<file path="config.mk">
export PLATFORM = sky130hd
export DESIGN_NAME = fpu_arbiter_flat
export DESIGN_NICKNAME = d
export VERILOG_FILES = /design/src/rtl/fpu_pkg.sv /design/src/rtl/fpu_arbiter_if.sv /design/src/rtl/rr_arb2.sv /design/src/rtl/fpu_arbiter.sv /design/src/flat_wrapper.sv
export SDC_FILE = /design/constraint.sdc
export NUM_CORES = 1
export LEC_CHECK = 0
export BUFFER_PORTS_ARGS = -buffer_cell sky130_fd_sc_hd__buf_4
export CORE_AREA = 2 2 115 117
export DETAILED_ROUTE_END_ITERATION = 6
export DIE_AREA = 0 0 117 119
export GPL_ROUTABILITY_DRIVEN = 0
export PLACE_DENSITY_LB_ADDON = 0.1
export SLEW_MARGIN = 20
export SYNTH_ARGS = -nofsm -noshare
export SYNTH_HDL_FRONTEND = slang
export SYNTH_SLANG_ARGS = --single-unit
</file>
<file path="constraint.sdc">
create_clock -name clk -period 1.66 [get_ports clk]
set_input_delay 0.249 -clock clk [delete_from_list [all_inputs] [get_ports clk]]
set_output_delay 0.249 -clock clk [all_outputs]
set_load 0.03 [all_outputs]
</file>
<file path="src/rtl/fpu_pkg.sv">
// Shared FPU opcode encodings and arbiter state type.
// Imported by the FPU arbiter slice.
package fpu_pkg;

  localparam logic [3:0] FADD   = 4'd0;
  localparam logic [3:0] FSUB   = 4'd1;
  localparam logic [3:0] FMUL   = 4'd2;
  localparam logic [3:0] FDIV   = 4'd3;
  localparam logic [3:0] FSQRT  = 4'd4;
  localparam logic [3:0] FSGNJ  = 4'd5;
  localparam logic [3:0] FSGNJN = 4'd6;
  localparam logic [3:0] FSGNJX = 4'd7;
  localparam logic [3:0] FEQ    = 4'd8;
  localparam logic [3:0] FLE    = 4'd9;
  localparam logic [3:0] FLT    = 4'd10;
  localparam logic [3:0] FCVTWS = 4'd11;
  localparam logic [3:0] FCVTSW = 4'd12;
  localparam logic [3:0] FNOP   = 4'd15;

  typedef enum logic [1:0] {
    IDLE,
    EXEC,
    RESP
  } arb_state_e;

endpackage

</file>
<file path="src/rtl/fpu_arbiter_if.sv">
// Requester-side bundle of the FPU arbiter:
// two request ports in, one shared response bus out.
interface fpu_arbiter_if #(
  parameter int TAG_W = 5
);

  logic [1:0]            req_valid;
  logic [1:0]            req_ready;
  logic [1:0][31:0]      req_src0;
  logic [1:0][31:0]      req_src1;
  logic [1:0][3:0]       req_op;
  logic [1:0][TAG_W-1:0] req_tag;
  logic [1:0]            rsp_valid;
  logic [1:0]            rsp_ready;
  logic [31:0]           rsp_data;
  logic [TAG_W-1:0]      rsp_tag;
  logic                  rsp_err;

  modport master (
    output req_valid, req_src0, req_src1,
    output req_op, req_tag, rsp_ready,
    input  req_ready, rsp_valid, rsp_data,
    input  rsp_tag, rsp_err
  );

  modport slave (
    input  req_valid, req_src0, req_src1,
    input  req_op, req_tag, rsp_ready,
    output req_ready, rsp_valid, rsp_data,
    output rsp_tag, rsp_err
  );

endinterface

</file>
<file path="src/rtl/rr_arb2.sv">
// Two-way round-robin grant: on a tie the port
// that did not win last time gets the grant.
module rr_arb2 (
  input  logic [1:0] valid_i,
  input  logic       last_i,
  output logic [1:0] grant_o
);

  // One-hot grant from the valid pattern and last winner
  always_comb begin
    grant_o = 2'b00;
    unique case (1'b1)
      (valid_i == 2'b11): grant_o = last_i ? 2'b01 : 2'b10;
      (valid_i == 2'b01): grant_o = 2'b01;
      (valid_i == 2'b10): grant_o = 2'b10;
      default:            grant_o = 2'b00;
    endcase
  end

endmodule

</file>
<file path="src/rtl/fpu_arbiter.sv">
// Shares one multi-cycle FPU between two requesters.
// Optional EXEC watchdog: define FPU_ARB_WATCHDOG_EN.
module fpu_arbiter
  import fpu_pkg::*;
#(
  parameter int TAG_W   = 5,
  parameter int TIMEOUT = 16
) (
  input  logic        clk,
  input  logic        rstn,
  fpu_arbiter_if.slave bus,
  output logic [31:0] fpu_src0_o,
  output logic [31:0] fpu_src1_o,
  output logic [3:0]  fpu_op_o,
  input  logic [31:0] fpu_result_i,
  input  logic        fpu_fin_i
);

  arb_state_e       state_q;
  logic             rr_last_q;
  logic             owner_q;
  logic [31:0]      src0_q;
  logic [31:0]      src1_q;
  logic [3:0]       op_q;
  logic [TAG_W-1:0] tag_q;
  logic [31:0]      data_q;
  logic [1:0]       rsp_valid_q;
  logic             err_q;

  logic [1:0] gnt;
  logic       g;
  logic       accept;

  rr_arb2 u_rr_arb2 (
    .valid_i (bus.req_valid),
    .last_i  (rr_last_q),
    .grant_o (gnt)
  );

  assign g = gnt[1];

  assign bus.req_ready =
    (rstn && state_q == IDLE) ? gnt : 2'b00;

  assign accept = |(bus.req_ready & bus.req_valid);

  assign fpu_src0_o    = src0_q;
  assign fpu_src1_o    = src1_q;
  assign fpu_op_o      = op_q;
  assign bus.rsp_valid = rsp_valid_q;
  assign bus.rsp_data  = data_q;
  assign bus.rsp_tag   = tag_q;
  assign bus.rsp_err   = err_q;

`ifdef FPU_ARB_WATCHDOG_EN
  localparam int WD_W = $clog2(TIMEOUT + 1);
  localparam logic [WD_W-1:0] WD_LAST =
    WD_W'(TIMEOUT - 1);
  logic [WD_W-1:0] wd_q;
`endif

  // Arbiter FSM; op_q reads FNOP outside EXEC
  always_ff @(posedge clk) begin
    if (!rstn) begin
      state_q     <= IDLE;
      rr_last_q   <= 1'b1;
      owner_q     <= 1'b0;
      src0_q      <= '0;
      src1_q      <= '0;
      op_q        <= FNOP;
      tag_q       <= '0;
      data_q      <= '0;
      rsp_valid_q <= 2'b00;
      err_q       <= 1'b0;
`ifdef FPU_ARB_WATCHDOG_EN
      wd_q        <= '0;
`endif
    end else begin
      unique case (state_q)
        IDLE: begin
          if (accept) begin
            src0_q    <= bus.req_src0[g];
            src1_q    <= bus.req_src1[g];
            op_q      <= bus.req_op[g];
            tag_q     <= bus.req_tag[g];
            owner_q   <= g;
            rr_last_q <= g;
            state_q   <= EXEC;
`ifdef FPU_ARB_WATCHDOG_EN
            wd_q      <= '0;
`endif
          end
        end
        EXEC: begin
          if (fpu_fin_i) begin
            data_q      <= fpu_result_i;
            op_q        <= FNOP;
            rsp_valid_q <= owner_q ? 2'b10 : 2'b01;
            state_q     <= RESP;
`ifdef FPU_ARB_WATCHDOG_EN
          end else if (wd_q == WD_LAST) begin
            data_q      <= '0;
            err_q       <= 1'b1;
            op_q        <= FNOP;
            rsp_valid_q <= owner_q ? 2'b10 : 2'b01;
            state_q     <= RESP;
          end else begin
            wd_q <= wd_q + WD_W'(1);
`endif
          end
        end
        RESP: begin
          if (bus.rsp_ready[owner_q]) begin
            rsp_valid_q <= 2'b00;
            err_q       <= 1'b0;
            state_q     <= IDLE;
          end
        end
        default: state_q <= IDLE;
      endcase
    end
  end

endmodule

</file>
<file path="src/flat_wrapper.sv">
// flat-port wrapper written by rule: the top's interface ports become plain ports
module fpu_arbiter_flat import fpu_pkg::*;
#(
  parameter int TAG_W   = 5,
  parameter int TIMEOUT = 16
)
  (clk, rstn, fpu_src0_o, fpu_src1_o, fpu_op_o, fpu_result_i, fpu_fin_i, bus_req_valid, bus_req_src0, bus_req_src1, bus_req_op, bus_req_tag, bus_rsp_ready, bus_req_ready, bus_rsp_valid, bus_rsp_data, bus_rsp_tag, bus_rsp_err);
  fpu_arbiter_if #(.TAG_W(TAG_W)) bus_i ();
  input  logic clk;
  input  logic rstn;
  output logic [31:0] fpu_src0_o;
  output logic [31:0] fpu_src1_o;
  output logic [3:0] fpu_op_o;
  input  logic [31:0] fpu_result_i;
  input  logic fpu_fin_i;
  input wire logic [$bits(bus_i.req_valid)-1:0] bus_req_valid;
  input wire logic [$bits(bus_i.req_src0)-1:0] bus_req_src0;
  input wire logic [$bits(bus_i.req_src1)-1:0] bus_req_src1;
  input wire logic [$bits(bus_i.req_op)-1:0] bus_req_op;
  input wire logic [$bits(bus_i.req_tag)-1:0] bus_req_tag;
  input wire logic [$bits(bus_i.rsp_ready)-1:0] bus_rsp_ready;
  output wire logic [$bits(bus_i.req_ready)-1:0] bus_req_ready;
  output wire logic [$bits(bus_i.rsp_valid)-1:0] bus_rsp_valid;
  output wire logic [$bits(bus_i.rsp_data)-1:0] bus_rsp_data;
  output wire logic [$bits(bus_i.rsp_tag)-1:0] bus_rsp_tag;
  output wire logic [$bits(bus_i.rsp_err)-1:0] bus_rsp_err;
  assign bus_i.req_valid = bus_req_valid;
  assign bus_i.req_src0 = bus_req_src0;
  assign bus_i.req_src1 = bus_req_src1;
  assign bus_i.req_op = bus_req_op;
  assign bus_i.req_tag = bus_req_tag;
  assign bus_i.rsp_ready = bus_rsp_ready;
  assign bus_req_ready = bus_i.req_ready;
  assign bus_rsp_valid = bus_i.rsp_valid;
  assign bus_rsp_data = bus_i.rsp_data;
  assign bus_rsp_tag = bus_i.rsp_tag;
  assign bus_rsp_err = bus_i.rsp_err;
  fpu_arbiter #(.TAG_W(TAG_W), .TIMEOUT(TIMEOUT)) u_core (.clk(clk), .rstn(rstn), .bus(bus_i), .fpu_src0_o(fpu_src0_o), .fpu_src1_o(fpu_src1_o), .fpu_op_o(fpu_op_o), .fpu_result_i(fpu_result_i), .fpu_fin_i(fpu_fin_i));
endmodule
</file>
==> impl_metrics.env, run 1 <==
export IMPL_core_um2=12870
export IMPL_r2r_cells=4
export IMPL_synth_seq_area_share_pct=50.56
export IMPL_worst_pin_slew_ns=0.6826
export IMPL_ant_nets=0
export IMPL_path_buf_inv=3
export IMPL_fin_skew_ns=0.005960
export IMPL_grt_start_max_net_pins=67
export IMPL_dr_pass1_iters=4
export IMPL_drt_iter0_drc=218
export IMPL_yosys_most_used_dff="dfxtp_1"
export IMPL_switching_share_pct=29.91
export IMPL_ys_ff_latch=111
export IMPL_grt_util_all_layers_pct=21.08
export IMPL_switchingPower_mw=2.180
export IMPL_startpoint="u_core.state_q[0]"
export IMPL_finalHoldViolCount=0
export IMPL_remaining_drc_errors=0
export IMPL_synth_edf_count=0
export IMPL_slew_headroom_pct=54.49
export IMPL_vias_per_cell=4.837
export IMPL_cts_root_buf="clkbuf_16"
export IMPL_ir_drop_v=0.0004538
export IMPL_cts_inserted_buffers=9
export IMPL_cp_arrival_ns=1.37
export IMPL_cpPeakStageDelay_ns=0.35
export IMPL_grt_pass1_vias=4625
export IMPL_clkSinkCount=111
export IMPL_seqPwrFrac_pct=42.1
export IMPL_yosys_warnings=0
export IMPL_antenna_found_initial=0
export IMPL_path_clk_slew_ns=0.07
export IMPL_dp_hpwl_mm=10.60
export IMPL_cts_tree="built"
export IMPL_async_flop_share_pct=0
export IMPL_io_pins=295
export IMPL_hold_class="in -> reg"
export IMPL_r2r_setup_slack_ns=0.07
export IMPL_syn_to_final_growth_pct=64.47
export IMPL_setup_viol=0
export IMPL_combPwrFrac_pct=27.1
export IMPL_top_layer="met4"
export IMPL_worstSetupPathType="reg -> out"
export IMPL_grt_first_pass_wirelength_mm=22.83
export IMPL_power_density_cell_area_nw_per_um2=1008
export IMPL_io_buffers=293
export IMPL_die_x_um=117
export IMPL_fin_tns_setup_ns=0
export IMPL_synthCells=510
export IMPL_outcome="completed"
export IMPL_crit_path_end="bus_req_ready[1]"
export IMPL_internal_power_mw=5.107
export IMPL_crit_path_cell_trace="nor2_4, nand4_1, buf_12, inv_2, buf_6"
export IMPL_routed_wirelength_mm=14.85
export IMPL_rr_startpoint="u_core.state_q[0]"
export IMPL_layout_drive_gt1_share_pct=42.96
export IMPL_p_leak_nw=3.310
export IMPL_start_util_pct=34.14
export IMPL_dieHeight_um=119
export IMPL_routed_wl_met3_mm=1.281
export IMPL_rsz0062_at_grt="yes"
export IMPL_cp_slowest_cell="dfxtp_4"
export IMPL_maxCapViolCount=0
export IMPL_fin_nets=976
export IMPL_fin_crit_sh_pct=97.62
export IMPL_htree_num_levels=3
export IMPL_dieArea_um2=13920
export IMPL_ys_types=33
export IMPL_period_needed_ns=1.620
export IMPL_clkLatencyLatePin_ns=0.35
export IMPL_clock_power_share_pct=30.8
export IMPL_antennaDiodeCount=0
export IMPL_crit_fanout=3
export IMPL_critPathLaunchType="flop"
export IMPL_grt_overflow_total=0
export IMPL_std_cell_rows=42
export IMPL_cp_depth=5
export IMPL_slew_violations=0
export IMPL_syn_area_per_cell_um2=8.619
export IMPL_ctsHoldBuffers=0
export IMPL_met2_length_mm=7.290
export IMPL_cp_top_family="flip-flops"
export IMPL_fmax_mhz=617.1
export IMPL_ctsLongestPathBuffers=2
export IMPL_vias=4702
export IMPL_hold_ws_ns=0.1008
export IMPL_critPathRequiredTime_ns=1.41
export IMPL_reg2reg_to="u_core.fpu_op_o[1]"
export IMPL_detail_route_wl_per_cell_um=15.28
export IMPL_syn_nets=695
export IMPL_endpoint_kind="output pin"
export IMPL_worst_slack_ns=0.03951
export IMPL_netlist_area_um2=4395
export IMPL_pre_cts_ws_ns=0.09537
export IMPL_wl_met1_mm=5.820
[timing repair]
| action | 4_1_cts | 5_1_grt |
|---|---|---|
| hold endpoints to repair | 0 | 0 |
| gates cloned | 2 | 0 |
| pin swaps | 3 | 0 |
| setup buffers | 5 | 1 |
| gates resized for setup | 6 | 2 |
| setup endpoints to repair | 2 | 34 |
[through the flow]
stage	cells	power, mW	instance area (um2)	util [%]
detailed placement	948	5.060	6788	52.72
global route	972	7.633	7229	56.15
finish	972	7.286	7229	56.15
global placement	948	5.024	6788	52.72
CTS	971	7.378	7214	56.04
floorplan	510	4.141	4395	-
[how the worst min path moves through the flow]
stage	startpoint	to	slack (ns)	cells after the start
2_1_floorplan	bus_req_tag[5]	u_core.bus.rsp_tag[0]	0.37	2
3_3_place_gp	u_core.bus.rsp_data[5]	u_core.bus.rsp_data[5]	0.44	2
3_5_place_dp	u_core.bus.rsp_data[5]	u_core.bus.rsp_data[5]	0.45	2
4_1_cts	bus_req_tag[6]	u_core.bus.rsp_tag[1]	0.09	3
5_1_grt	bus_req_src1[60]	u_core.fpu_src1_o[28]	0.1	3
6_report	bus_req_src1[55]	u_core.fpu_src1_o[23]	0.10	3
[kinds of logic after synthesis]
kind of cell    Yosys count  synth area share (%)
mux                       9                 2.192
compound gates          110                 21.18
simple gates            231                 21.06
other cells               1               0.08532
buf+inv                  48                 4.924
flops                   111                 50.56
[routing by layer]
metal  vias up  GRT usage, %
li1       2334             -
met1      2135         23.52
met2       204         36.20
met3        29         6.310
met4         0         10.00
met5         -             0
[power by group through the flow]
stage                     clock, mW  combinational (mW)  sequential (mW)
after floorplan                   0               0.542             3.60
after global placement            0                1.91             3.11
after detailed placement          0                1.94             3.12
after CTS                      2.33                1.99             3.06
after global routing           2.43                2.11             3.09
final                          2.24                1.98             3.07
[synth_stat cells (all sizes together) (2+ instances only)]
| library cell | count | area (um2) |
|---|---|---|
| nor2 | 142 | 535.5 |
| dfxtp | 111 | 2222 |
| nand2 | 74 | 277.8 |
| o221ai | 69 | 604.3 |
| a21boi | 35 | 266.5 |
| buf | 22 | 118.9 |
| clkbuf | 22 | 82.58 |
| mux2 | 5 | 56.30 |
| inv | 4 | 15.01 |
| mux2i | 4 | 40.04 |
| nand2b | 4 | 25.02 |
| nand3b | 2 | 15.01 |
| nor2b | 2 | 12.51 |
| nor3 | 2 | 21.27 |
[tightest hold or removal path: stages]
cell    delay (ns)
buf_4         0.07
nor2_1        0.03
nor2_1        0.06
[placed cells by master (no fill, tap or decap), types with 3 or more instances in the layout]
cell type,n
mux2i_1,4
inv_1,3
dfxtp_1,109
clkbuf_16,9
o221ai_1,69
mux2_2,3
a21boi_1,5
nand2b_1,4
a21boi_0,29
buf_6,3
clkbuf_8,3
buf_4,304
buf_12,5
nor2_1,140
nand2_1,74
[registers in the layout (all words and copies together), names as in the netlist]
name,cells
u_core.rr_last_q,1
u_core.bus.rsp_data,32
u_core.fpu_src0_o,32
u_core.state_q,2
u_core.bus.rsp_tag,5
u_core.fpu_op_o,4
u_core.fpu_src1_o,32
u_core.owner_q,1
u_core.bus.rsp_valid,2
[final cells by class]
cell class | instances | area, um2
Timing Repair Buffer | 314 | 2481
Fill cell | 1220 | 5645
Inverter | 4 | 15.01
Sequential cell | 111 | 2227
Multi-Input combinational cell | 351 | 1976
Clock inverter | 3 | 40.04
Clock buffer | 13 | 270.3
Tap cell | 176 | 220.2
Power figures use the tool's default switching activity.
==> run 2: changes to the inputs <==
ABC_AREA = 0   (was not set)
CELL_PAD_IN_SITES_DETAIL_PLACEMENT = 0   (was not set)
CELL_PAD_IN_SITES_GLOBAL_PLACEMENT = 1   (was not set)
CORE_AREA = not set   (was 2 2 115 117)
CORE_UTILIZATION = 28   (was not set)
DIE_AREA = not set   (was 0 0 117 119)
SLEW_MARGIN = not set   (was 20)
==> impl_metrics.env, run 2 (synthesis results as in run 1) <==
export IMPL_start_util_pct=28.81
export IMPL_clkLatencyLatePin_ns=0.35
export IMPL_slew_violations=0
export IMPL_std_cell_rows=45
export IMPL_cpPeakStageDelay_ns=0.37
export IMPL_antennaDiodeCount=0
export IMPL_cts_root_buf="clkbuf_16"
export IMPL_ant_nets=0
export IMPL_final_common_cell="buf_4"
export IMPL_hold_depth=3
export IMPL_switchingPower_mw=2.207
export IMPL_seqPwrFrac_pct=42.0
export IMPL_clock_power_share_pct=31.0
export IMPL_dieArea_um2=16200
export IMPL_drt_iter0_drc=141
export IMPL_cts_inserted_buffers=9
export IMPL_fmax_mhz=623.1
export IMPL_cp_slowest_cell="dfxtp_2"
export IMPL_htree_num_levels=3
export IMPL_dp_cells=985
export IMPL_grt_pass1_vias=4681
export IMPL_holdPathEnd="u_core.fpu_src0_o[4]"
export IMPL_nFillCells=1498
export IMPL_endpoint_kind="output pin"
export IMPL_period_needed_ns=1.605
export IMPL_fin_crit_sh_pct=96.68
export IMPL_vias=4728
export IMPL_vias_per_cell=4.690
export IMPL_dieHeight_um=127.3
export IMPL_min_from="bus_req_src0[36]"
export IMPL_path_clk_slew_ns=0.07
export IMPL_crit_fanout=5
export IMPL_final_util_pct=47.46
export IMPL_ir_drop_v=0.0004895
export IMPL_hold_class="in -> reg"
export IMPL_worstSetupPathType="reg -> out"
export IMPL_combPwrFrac_pct=26.9
export IMPL_grt_first_pass_wirelength_mm=24.24
export IMPL_rr_startpoint="u_core.state_q[0]"
export IMPL_grt_util_all_layers_pct=19.39
export IMPL_ctsHoldBuffers=0
export IMPL_antenna_found_initial=0
export IMPL_power_density_cell_area_nw_per_um2=1009
export IMPL_detail_route_wl_per_cell_um=15.55
export IMPL_layout_drive_gt1_share_pct=42.91
export IMPL_syn_to_final_growth_pct=64.76
export IMPL_io_buffers=293
export IMPL_fin_cells=1008
export IMPL_finalHoldViolCount=0
export IMPL_ctsLongestPathBuffers=2
export IMPL_grt_start_max_net_pins=52
export IMPL_internal_power_mw=5.099
export IMPL_critPathLaunchType="flop"
export IMPL_most_common_layout_cells="309 x buf_4, 140 x nor2_1, 109 x dfxtp_1, 74 x nand2_1, 69 x o221ai_1"
export IMPL_outcome="completed"
export IMPL_die_x_um=127.3
export IMPL_finalPower_mw=7.306
export IMPL_setup_viol=0
export IMPL_remaining_drc_errors=0
export IMPL_r2r_setup_slack_ns=0.13
export IMPL_critPathRequiredTime_ns=1.41
export IMPL_p_leak_nw=3.293
export IMPL_reg2reg_to="u_core.fpu_src0_o[1]"
export IMPL_cp_arrival_ns=1.36
export IMPL_clkSinkCount=111
export IMPL_rsz0062_at_grt="no"
export IMPL_fin_tns_setup_ns=0
export IMPL_dr_pass1_iters=4
export IMPL_routed_wirelength_mm=15.68
export IMPL_r2r_cells=7
export IMPL_cts_tree="built"
export IMPL_io_pins=295
export IMPL_dp_hpwl_mm=11.19
export IMPL_core_um2=15260
export IMPL_fin_skew_ns=0.006113
export IMPL_fin_nets=977
export IMPL_maxCapViolCount=0
export IMPL_switching_share_pct=30.21
export IMPL_grt_overflow_total=0
export IMPL_crit_path_cell_trace="nor2_4, nand4_1, buf_12, inv_1, buf_4"
==> run 2: cell types whose count changed in the layout (fill, tap and decap cells not counted) <==
cell / before / now
buf_4: 304 / 309
buf_6: 3 / 0
bufbuf_16: 2 / 1
dfxtp_2: 1 / 2
dfxtp_4: 1 / 0
inv_1: 3 / 4
inv_2: 1 / 0
==> run 2: power groups by stage <==
stage	Sequential (mW)	Clock, mW	Combinational (mW)
after floorplan	3.60	0	0.542
after global placement	3.11	0	1.93
final	3.07	2.27	1.97
after global routing	3.10	2.45	2.11
after detailed placement	3.12	0	1.96
after CTS	3.07	2.35	1.98
==> run 2: critical path, delay by kind of cell, from the launching register on <==
family,cells,cell delay (ns)
buf+inv,3,0.36
flops,1,0.37
simple gates,2,0.28
==> run 2: stage by stage <==
stage	hold WS (ns)	cell area, um2	setup slack (ns)
after floorplan	0.3697	4395	0.1003
after global placement	0.4409	6847	0.1422
after detailed placement	0.4476	6847	0.1203
after CTS	0.08803	7234	0.01710
after global routing	0.09738	7242	0.006753
final	0.1021	7242	0.05504
==> run 2: cell type report <==
cell class / instances / area (um2) / share of cell area, %
multi-input cells: 351 / 1976 / 27.28
repair buffers: 315 / 2452 / 33.86
inverters: 4 / 15.01 / 0.2073
well taps: 211 / 264.0 / 3.645
clock inverters: 3 / 40.04 / 0.5529
flip-flops and latches: 111 / 2225 / 30.72
clock buffers: 13 / 270.3 / 3.732
==> run 2: metal layers <==
layer  track usage (%)  vias to the layer above  wire, um  share of wire, %
met5                 0                        -         0                 0
met4             8.964                        0       453               2.9
met3             6.491                       28      1292               8.2
met2             32.69                      204      7691                49
met1             22.13                     2162      6240                40
li1                  -                     2334         -                 -
==> run 2: repair_timing <==
action,in CTS,in global routing
buffers inserted,5,2
endpoints found under the setup margin,2,36
cloned,1,0
endpoints found under the hold margin,0,0
pin swaps,3,0
resized for setup,3,0
==> run 2: worst max-delay path by stage <==
stage	start	endpoint	slack [ns]	cells past startpoint
2_1_floorplan	u_core.state_q[1]	bus_req_ready[1]	0.10	5
3_3_place_gp	bus_req_valid[0]	u_core.fpu_op_o[1]	0.14	5
3_5_place_dp	bus_req_valid[0]	u_core.fpu_op_o[3]	0.12	5
4_1_cts	u_core.state_q[0]	bus_req_ready[0]	0.02	5
5_1_grt	u_core.state_q[0]	bus_req_ready[1]	0.007	5
6_report	u_core.state_q[0]	bus_req_ready[1]	0.06	5
==> run 3: changes to the inputs <==
clock period = 1.8 ns   (was 1.66 ns; I/O delays follow)
==> impl_metrics.env, run 3 (synthesis results as in run 1) <==
export IMPL_p_leak_nw=3.213
export IMPL_internal_power_mw=4.510
export IMPL_most_common_layout_cells="300 x buf_4, 140 x nor2_1, 111 x dfxtp_1, 74 x nand2_1, 69 x o221ai_1"
export IMPL_htree_num_levels=3
export IMPL_syn_to_final_growth_pct=61.88
export IMPL_io_pins=295
export IMPL_cts_tree="built"
export IMPL_io_buffers=293
export IMPL_dp_hpwl_mm=10.92
export IMPL_drt_iter0_drc=237
export IMPL_grt_pass1_vias=4656
export IMPL_vias=4674
export IMPL_fmax_mhz=597.2
export IMPL_setup_viol=0
export IMPL_routed_wirelength_mm=15.17
export IMPL_worstSetupPathType="reg -> out"
export IMPL_hold_ws_ns=0.1268
export IMPL_vias_per_cell=4.679
export IMPL_seqPwrFrac_pct=43.5
export IMPL_fin_skew_ns=0.007396
export IMPL_cp_arrival_ns=1.40
export IMPL_final_common_cell="buf_4"
export IMPL_switching_share_pct=30.68
export IMPL_grt_first_pass_wirelength_mm=23.94
export IMPL_clkLatencyLatePin_ns=0.35
export IMPL_clkSinkCount=111
export IMPL_antennaDiodeCount=0
export IMPL_path_clk_slew_ns=0.07
export IMPL_cts_resized=0
export IMPL_dr_pass1_iters=4
export IMPL_critPathRequiredTime_ns=1.53
export IMPL_power_density_cell_area_nw_per_um2=914.4
export IMPL_finalHoldViolCount=0
export IMPL_worst_pin_slew_ns=0.5129
export IMPL_dieHeight_um=127.3
export IMPL_detail_route_wl_per_cell_um=15.19
export IMPL_slew_headroom_pct=65.50
export IMPL_grt_util_all_layers_pct=18.91
export IMPL_cts_root_buf="clkbuf_16"
export IMPL_endpoint_kind="output pin"
export IMPL_grt_overflow_total=0
export IMPL_antenna_found_initial=0
export IMPL_ant_nets=0
export IMPL_start_util_pct=28.81
export IMPL_crit_fanout=5
export IMPL_period_needed_ns=1.674
export IMPL_cts_inserted_buffers=9
export IMPL_outcome="completed"
export IMPL_fin_tns_setup_ns=0
export IMPL_layout_drive_gt1_share_pct=41.50
export IMPL_grt_start_max_net_pins=80
export IMPL_dieArea_um2=16200
export IMPL_die_x_um=127.3
export IMPL_core_um2=15260
export IMPL_combPwrFrac_pct=27.4
export IMPL_critPathLaunchType="flop"
export IMPL_ir_drop_v=0.0004541
export IMPL_hold_class="in -> reg"
export IMPL_post_cts_setup_buffers=1
export IMPL_ctsLongestPathBuffers=2
export IMPL_remaining_drc_errors=0
export IMPL_rsz0062_at_grt="no"
export IMPL_pre_cts_ws_ns=0.1380
export IMPL_fin_crit_sh_pct=93.03
export IMPL_worst_slack_ns=0.1255
export IMPL_ctsHoldBuffers=0
export IMPL_std_cell_rows=45
export IMPL_slew_violations=0
export IMPL_clock_power_share_pct=29.1
export IMPL_switchingPower_mw=1.996
export IMPL_fin_nets=968
export IMPL_maxCapViolCount=0
[run 3: cell types whose count changed in the layout (fill, tap and decap cells not counted), sizes merged]
cell	delta
bufinv	-1
bufbuf	-1
clkinv	-2
clkbuf	+3
buf	-8
[run 3: final timing paths]
path,startpoint,end,slack (ns),cells after the start
setup / recovery,u_core.state_q[0],bus_req_ready[0],0.13,4
hold / removal,bus_req_src1[54],u_core.fpu_src1_o[22],0.13,3
setup reg to reg,u_core.state_q[0],u_core.fpu_src0_o[9],0.16,6
hold reg to reg,u_core.bus.rsp_data[19],u_core.bus.rsp_data[19],0.46,2
[run 3: per-layer routing]
| layer | up-vias | wire, um | GRT usage [%] |
|---|---|---|---|
| met2 | 197 | 7374 | 31.18 |
| met4 | 0 | 566 | 10.36 |
| met5 | - | 0 | 0 |
| met1 | 2131 | 5935 | 21.56 |
| met3 | 32 | 1295 | 6.323 |
| li1 | 2314 | - | - |
[run 3: area by class of cell]
class,instances,area [um2]
clock buffer,16,271.5
multi-input combinational,351,1971
tap,211,264.0
inverter,4,15.01
timing repair buffer,306,2372
fill,1504,8143
sequential,111,2222
[run 3: through the flow]
stage	util [%]	std cells	power [mW]	cell area (um2)
after floorplan	-	510	3.819	4395
final	46.63	999	6.506	7116
after global placement	44.81	982	4.654	6837
after global routing	46.63	999	6.844	7116
after CTS	46.63	999	6.608	7116
after detailed placement	44.81	982	4.682	6837
[run 3: critical path, cell delays in order, from the launching register on]
cell and delay [ns]:
dfxtp_1 0.37, nor2_2 0.24, o2111ai_4 0.19, inv_1 0.10, buf_4 0.16
[run 3: power by group through the flow]
stage                     Sequential (mW)  Clock (mW)  Combinational (mW)
after detailed placement             2.88           0                1.80
after global routing                 2.86        2.08                1.91
after floorplan                      3.32           0               0.500
after global placement               2.87           0                1.78
final                                2.83        1.90                1.78
after CTS                            2.83        1.97                1.81
